**src/rtl/inst_fetch_if.sv**
```systemverilog
// Fetch-stage bundle: ROM read port, branch redirect and the {pc, inst} handshake to decode.
interface inst_fetch_if #(
   parameter int ADDR_W = 32,
   parameter int INST_W = 32
);
   logic              rom_ce;
   logic [ADDR_W-1:0] rom_addr;
   logic [INST_W-1:0] rom_inst;
   logic              branch_flag;
   logic [ADDR_W-1:0] branch_target;
   logic              id_valid;
   logic              id_ready;
   logic [ADDR_W-1:0] id_pc;
   logic [INST_W-1:0] id_inst;
   logic              if_excpt;

   modport master (
      output rom_ce, rom_addr, id_valid, id_pc, id_inst, if_excpt,
      input  rom_inst, branch_flag, branch_target, id_ready
   );

   modport slave (
      input  rom_ce, rom_addr, id_valid, id_pc, id_inst, if_excpt,
      output rom_inst, branch_flag, branch_target, id_ready
   );
endinterface

```
**src/rtl/inst_fetch.sv**
```systemverilog
// Instruction fetch: PC owner, ROM read initiator and prefetch FIFO feeding decode.
// Optional macro ALIGN_CHECK_EN enables the sticky misaligned-branch-target fault.
module inst_fetch #(
   parameter int                ADDR_W     = 32,
   parameter int                INST_W     = 32,
   parameter logic [ADDR_W-1:0] RESET_PC   = '0,
   parameter int                FIFO_DEPTH = 2
) (
   input  logic clk,
   input  logic rst,
   inst_fetch_if.master bus
);
   localparam int PTR_W = $clog2(FIFO_DEPTH);
   localparam int CNT_W = PTR_W + 1;
   localparam logic [CNT_W-1:0] DEPTH_C = CNT_W'(FIFO_DEPTH);

   logic              run_q;
   logic [ADDR_W-1:0] pc_q, pc_d;
   logic [PTR_W-1:0]  rd_ptr_q, rd_ptr_d;
   logic [PTR_W-1:0]  wr_ptr_q, wr_ptr_d;
   logic [CNT_W-1:0]  count_q, count_d;
   logic [ADDR_W-1:0] pc_mem_q   [FIFO_DEPTH];
   logic [INST_W-1:0] inst_mem_q [FIFO_DEPTH];

   logic              fault;
   logic              fetch;
   logic              pop;
   logic [ADDR_W-1:0] target_load;

`ifdef ALIGN_CHECK_EN
   logic fault_q;

   assign target_load = bus.branch_target;

   // Sticky until the next aligned redirect; the faulting target is still loaded.
   always_ff @(posedge clk or negedge rst) begin
      if (!rst) begin
         fault_q <= 1'b0;
      end else if (bus.branch_flag) begin
         fault_q <= (bus.branch_target[1:0] != 2'b00);
      end
   end

   assign fault = fault_q;
`else
   assign target_load = bus.branch_target & ~ADDR_W'(3);
   assign fault       = 1'b0;
`endif

   assign bus.id_valid = (count_q != '0);
   assign pop          = bus.id_valid & bus.id_ready;
   // A full FIFO may still fetch when the head leaves in the same cycle.
   assign fetch        = run_q & ~bus.branch_flag & ~fault & ((count_q < DEPTH_C) | pop);

   assign bus.rom_ce   = fetch;
   assign bus.rom_addr = pc_q;
   assign bus.id_pc    = pc_mem_q[rd_ptr_q];
   assign bus.id_inst  = inst_mem_q[rd_ptr_q];
   assign bus.if_excpt = fault;

   always_comb begin
      pc_d     = pc_q;
      rd_ptr_d = rd_ptr_q;
      wr_ptr_d = wr_ptr_q;
      count_d  = count_q;
      if (bus.branch_flag) begin
         pc_d     = target_load;
         rd_ptr_d = '0;
         wr_ptr_d = '0;
         count_d  = '0;
      end else begin
         if (fetch) begin
            pc_d     = pc_q + ADDR_W'(4);
            wr_ptr_d = wr_ptr_q + PTR_W'(1);
         end
         if (pop) begin
            rd_ptr_d = rd_ptr_q + PTR_W'(1);
         end
         case ({fetch, pop})
            2'b10:   count_d = count_q + CNT_W'(1);
            2'b01:   count_d = count_q - CNT_W'(1);
            default: count_d = count_q;
         endcase
      end
   end

   always_ff @(posedge clk or negedge rst) begin
      if (!rst) begin
         run_q    <= 1'b0;
         pc_q     <= RESET_PC;
         rd_ptr_q <= '0;
         wr_ptr_q <= '0;
         count_q  <= '0;
      end else begin
         run_q    <= 1'b1;
         pc_q     <= pc_d;
         rd_ptr_q <= rd_ptr_d;
         wr_ptr_q <= wr_ptr_d;
         count_q  <= count_d;
      end
   end

   genvar gi;
   generate
      for (gi = 0; gi < FIFO_DEPTH; gi++) begin : g_entry
         always_ff @(posedge clk or negedge rst) begin
            if (!rst) begin
               pc_mem_q[gi]   <= '0;
               inst_mem_q[gi] <= '0;
            end else if (fetch && (wr_ptr_q == PTR_W'(gi))) begin
               pc_mem_q[gi]   <= pc_q;
               inst_mem_q[gi] <= bus.rom_inst;
            end
         end
      end
   endgenerate
endmodule
```
**src/flat_wrapper.sv**
```systemverilog
// flat-port wrapper written by rule: the top's interface ports become plain ports
module inst_fetch_flat 
#(
   parameter int                ADDR_W     = 32,
   parameter int                INST_W     = 32,
   parameter logic [ADDR_W-1:0] RESET_PC   = '0,
   parameter int                FIFO_DEPTH = 2
)
  (clk, rst, bus_rom_ce, bus_rom_addr, bus_id_valid, bus_id_pc, bus_id_inst, bus_if_excpt, bus_rom_inst, bus_branch_flag, bus_branch_target, bus_id_ready);
  inst_fetch_if #(.ADDR_W(ADDR_W), .INST_W(INST_W)) bus_i ();
  input  logic clk;
  input  logic rst;
  output wire logic [$bits(bus_i.rom_ce)-1:0] bus_rom_ce;
  output wire logic [$bits(bus_i.rom_addr)-1:0] bus_rom_addr;
  output wire logic [$bits(bus_i.id_valid)-1:0] bus_id_valid;
  output wire logic [$bits(bus_i.id_pc)-1:0] bus_id_pc;
  output wire logic [$bits(bus_i.id_inst)-1:0] bus_id_inst;
  output wire logic [$bits(bus_i.if_excpt)-1:0] bus_if_excpt;
  input wire logic [$bits(bus_i.rom_inst)-1:0] bus_rom_inst;
  input wire logic [$bits(bus_i.branch_flag)-1:0] bus_branch_flag;
  input wire logic [$bits(bus_i.branch_target)-1:0] bus_branch_target;
  input wire logic [$bits(bus_i.id_ready)-1:0] bus_id_ready;
  assign bus_rom_ce = bus_i.rom_ce;
  assign bus_rom_addr = bus_i.rom_addr;
  assign bus_id_valid = bus_i.id_valid;
  assign bus_id_pc = bus_i.id_pc;
  assign bus_id_inst = bus_i.id_inst;
  assign bus_if_excpt = bus_i.if_excpt;
  assign bus_i.rom_inst = bus_rom_inst;
  assign bus_i.branch_flag = bus_branch_flag;
  assign bus_i.branch_target = bus_branch_target;
  assign bus_i.id_ready = bus_id_ready;
  inst_fetch #(.ADDR_W(ADDR_W), .INST_W(INST_W), .RESET_PC(RESET_PC), .FIFO_DEPTH(FIFO_DEPTH)) u_core (.clk(clk), .rst(rst), .bus(bus_i));
endmodule
```
**config.mk**
```make
export PLATFORM = sky130hd
export DESIGN_NAME = inst_fetch_flat
export DESIGN_NICKNAME = d
export VERILOG_FILES = /design/src/rtl/inst_fetch_if.sv /design/src/rtl/inst_fetch.sv /design/src/flat_wrapper.sv
export SDC_FILE = /design/constraint.sdc
export NUM_CORES = 1
export LEC_CHECK = 0
export ABC_CLOCK_PERIOD_IN_PS = 2360
export BUFFER_PORTS_ARGS = -buffer_cell sky130_fd_sc_hd__buf_2
export CORE_AREA = 2 2 120 122
export CTS_CLUSTER_DIAMETER = 150
export DETAILED_ROUTE_END_ITERATION = 8
export DIE_AREA = 0 0 122 124
export GPL_TIMING_DRIVEN = 0
export PLACE_DENSITY = 0.79
export RECOVER_POWER = 100
export SYNTH_ARGS = -nofsm -noshare
export SYNTH_HDL_FRONTEND = slang
export SYNTH_SLANG_ARGS = --single-unit
export TNS_END_PERCENT = 50
```
**constraint.sdc**
```tcl
create_clock -name clk -period 2.36 [get_ports clk]
set_clock_uncertainty 0.05 [all_clocks]
set_input_delay 0.236 -clock clk [delete_from_list [all_inputs] [get_ports clk]]
set_output_delay 0.236 -clock clk [all_outputs]
set_load 0.1 [all_outputs]
```
==> results.toml <==
[grt]
grt_overflow_total = 0
grt_pass1_vias = 5194
grt_pass1_wl_um = 26430
grt_antenna_before_repair = 0
track_usage_pct = 22.88
grt_max_degree = 97

[routing]
viasPerCell = 5.342
remaining_drc_errors = 0
vias = 5182
post_drt_wl_per_cell_um = 17.20
drt-initial-drc-count = 242
postRouteAntennaNets = 0
drt-total-wl_um = 16690
first_pass_iters = 4

[timing]
period_share_pct = 96.61
maxSlewHeadroom_pct = -8.415
setup-violations-final = 0
rsz0062_at_grt = "no"
max_freq_mhz = 438.6
worst_pin_slew_ps = 1626
final_max_slew_viol_count = 64
min_period_ps = 2280
hold_violations = 0

[setup_path]
cp.arrival_ps = 1990
r2r_setup_slack_ps = 190
crit_buf_inv = 2
endpoint = "bus_id_inst[7]"
path_cells = "clkbuf_2 -> mux2_2 -> clkbuf_2"
start_kind = "register"
r2r-end = "u_core.pc_mem_q[31]$_DFFE_PN0P_"
worst-r2r-cell-count = 7
required_ps = 2070
cp_slowest_stage_delay_ps = 510
critPathMostFrequentCell = "clkbuf_2"
path_max_fanout = 10
path_class = "register to output pin"
critical_path_depth = 3
path_delay_family = "buffers and inverters"
rr_startpoint = "u_core.count_q[1]$_DFFE_PN0P_"
crit_start = "u_core.rd_ptr_q$_DFFE_PN0P_"
cp_slowest_cell = "dfrtp_2"
endpoint_kind = "output pin"

[yosys]
async_flop_share_pct = 100.0
yosysSeqAreaShare_pct = 54.16
synth-edff-count = 0
synth-main-ff-cell = "dfrtp_1"
ys_seq_elements = 159
synth_cells = 571
yosysUniqueCellTypes = 38
syn_area_mm2 = 0.007346
yosysWarnings = 0
syn_area_per_cell_um2 = 12.86

[layout]
nNetsFinal = 847
multiInputGateArea_mm2 = 0.003192
fin_area_mm2 = 0.009255
regArea_mm2 = 0.003980
fill_cells = 1061
drive_gt1_share_pct = 50.00
stdcell_count = 970
n_antenna_cell = 0
area_growth_pct = 25.99

[placement]
dp_hpwl_um = 11680
placed_cells = 914
place_congestion = 0.8293
io_buffers = 158
dpl_cell_area_mm2 = 0.008418

[clocking]
numCtsBuffers = 17
clockRootBuffer = "clkbuf_16"
cts_buffer_depth = 2
cts_tree = "built"
worstSkewPairLatency_ps = 410
clock_sinks = 159
h-tree-depth = 4
clkSlewWorstSetupHoldPaths_ps = 60

[flow_run]
cap_violations = 1

[pwr]
ir_worst_vdd_uv = 652.4
p_leak_uw = 0.004174
finalPower_uw = 11170
powerDensity_mw_per_mm2 = 1207

[die]
boundaryPins = 167
start_util_pct = 53.54
fp.dieW_um = 122
core-area_mm2 = 0.01372
die_h_um = 124
die_area_mm2 = 0.01513
rows = 43

[hold_path]
holdPathStages = 2
hp-class = "primary input to register"

[run_status]
status = "complete, but fails checks"
failed_checks = "capacitance limit, slew limit"
[worst min path at each step]
stage	from	slack [ps]	end
6_report	bus_rom_inst[7]	20	u_core.inst_mem_q[7]$_DFFE_PN0P_
5_1_grt	bus_rom_inst[27]	0.5	u_core.inst_mem_q[27]$_DFFE_PN0P_
4_1_cts	bus_rom_inst[9]	0.5	u_core.inst_mem_q[41]$_DFFE_PN0P_
3_5_place_dp	rst	210	u_core.inst_mem_q[2]$_DFFE_PN0P_
3_3_place_gp	bus_branch_target[11]	400	u_core.bus.rom_addr[11]$_DFFE_PN0P_
2_1_floorplan	rst	-110	u_core.bus.rom_addr[10]$_DFFE_PN0P_
[stage by stage]
stage	TNS, ps	hold WS [ps]	setup WS [ps]	utilization, %
after floorplan	-600.8	-109.6	-207.8	-
after global placement	-184210	397.5	-1175	61.11
after detailed placement	-9.872	209.7	-4.171	61.36
after CTS	0	0.4866	92.49	67.65
after global routing	0	0.4584	18.84	67.46
final	0	16.25	79.94	67.46
[flip-flops by register name, indices dropped and copies added (netlist names)]
name,flops
u_core.bus.rom_addr,30
u_core.pc_mem_q,60
u_core.inst_mem_q,64
u_core.rd_ptr_q,1
u_core.run_q,1
u_core.count_q,2
u_core.wr_ptr_q,1
[layout make-up]
type                       count  area share (%)
buffer                        37           2.028
multi-input combinational    373           34.49
sequential                   159           43.00
timing repair buffer         185           11.45
clock buffer                  21           5.191
tap                          180           2.433
inverter                       5          0.2028
clock inverter                10           1.203
[cells in the final DEF (no fill, tap or decap), types with 2 or more instances in the layout]
master and n:
a21oi_1 2, and2_1 4, and3_1 5, and4_1 5, buf_2 121, buf_4 6, bufinv_16 2, clkbuf_1 25
clkbuf_16 17, clkbuf_2 43, clkbuf_8 4, clkinv_2 4, clkinvlp_4 3, conb_1 6, dfrtp_1 158, dlygate4sd3_1 26
inv_1 5, mux2_2 187, nand2_1 41, nand3_1 14, nand4_1 6, nor2_1 14, nor3_1 7, nor4_1 6
o21ai_0 29, or3_1 2, xnor2_1 20, xor2_1 9
[metal layers]
layer / track usage, % / up-vias / share of wire [%]
li1: - / 2426 / -
met1: 29.12 / 2570 / 43
met2: 38.41 / 155 / 49
met3: 5.266 / 31 / 5.4
met4: 8.477 / 0 / 2.1
met5: 0 / - / 0
[cell families (layout without fill, tap and decap cells)]
family | after synthesis | count (layout) | synth area share, %
adder cells (fa/ha/maj) | 1 | 1 | 0.1703
other | 2 | 6 | 0.1022
AND/OR/NAND/NOR | 113 | 113 | 7.903
XOR/XNOR | 29 | 29 | 3.458
AO/OA/AOI/OAI | 36 | 36 | 2.640
flip-flops | 159 | 159 | 54.16
multiplexers | 188 | 188 | 28.80
buffers and inverters | 43 | 258 | 2.759
[power by group]
group,switching [uW],internal [uW]
Clock,1050,1660
Combinational,3480,1150
Sequential,414,3430
Total,4940,6240
[synthesized netlist by cell type (2+ instances only)]
| library cell | number | area [um^2] |
|---|---|---|
| or3_1 | 2 | 12.51 |
| and3_1 | 5 | 31.28 |
| a21oi_1 | 2 | 10.01 |
| and2_1 | 4 | 25.02 |
| inv_1 | 5 | 18.77 |
| buf_2 | 15 | 75.07 |
| dfrtp_1 | 159 | 3979 |
| xnor2_1 | 20 | 175.2 |
| nand4_1 | 6 | 37.54 |
| conb_1 | 2 | 7.510 |
| mux2_2 | 187 | 2106 |
| clkbuf_1 | 13 | 48.80 |
| nor3_1 | 7 | 35.03 |
| buf_4 | 6 | 45.04 |
| nor4_1 | 7 | 43.79 |
| and4_1 | 5 | 43.79 |
| xor2_1 | 9 | 78.83 |
| nand2_1 | 41 | 153.9 |
| buf_1 | 4 | 15.01 |
| o21ai_0 | 28 | 140.1 |
| nor2_1 | 14 | 52.55 |
| nand3_1 | 14 | 70.07 |
[repair_timing]
item,in CTS,in global routing
pin swaps,0,0
gates resized for setup,8,1
setup endpoints to repair,72,1
buffers inserted,0,0
hold buffers,26,0
endpoints found under the hold margin,88,0
No activity file was read; power rests on OpenSTA's default activity.
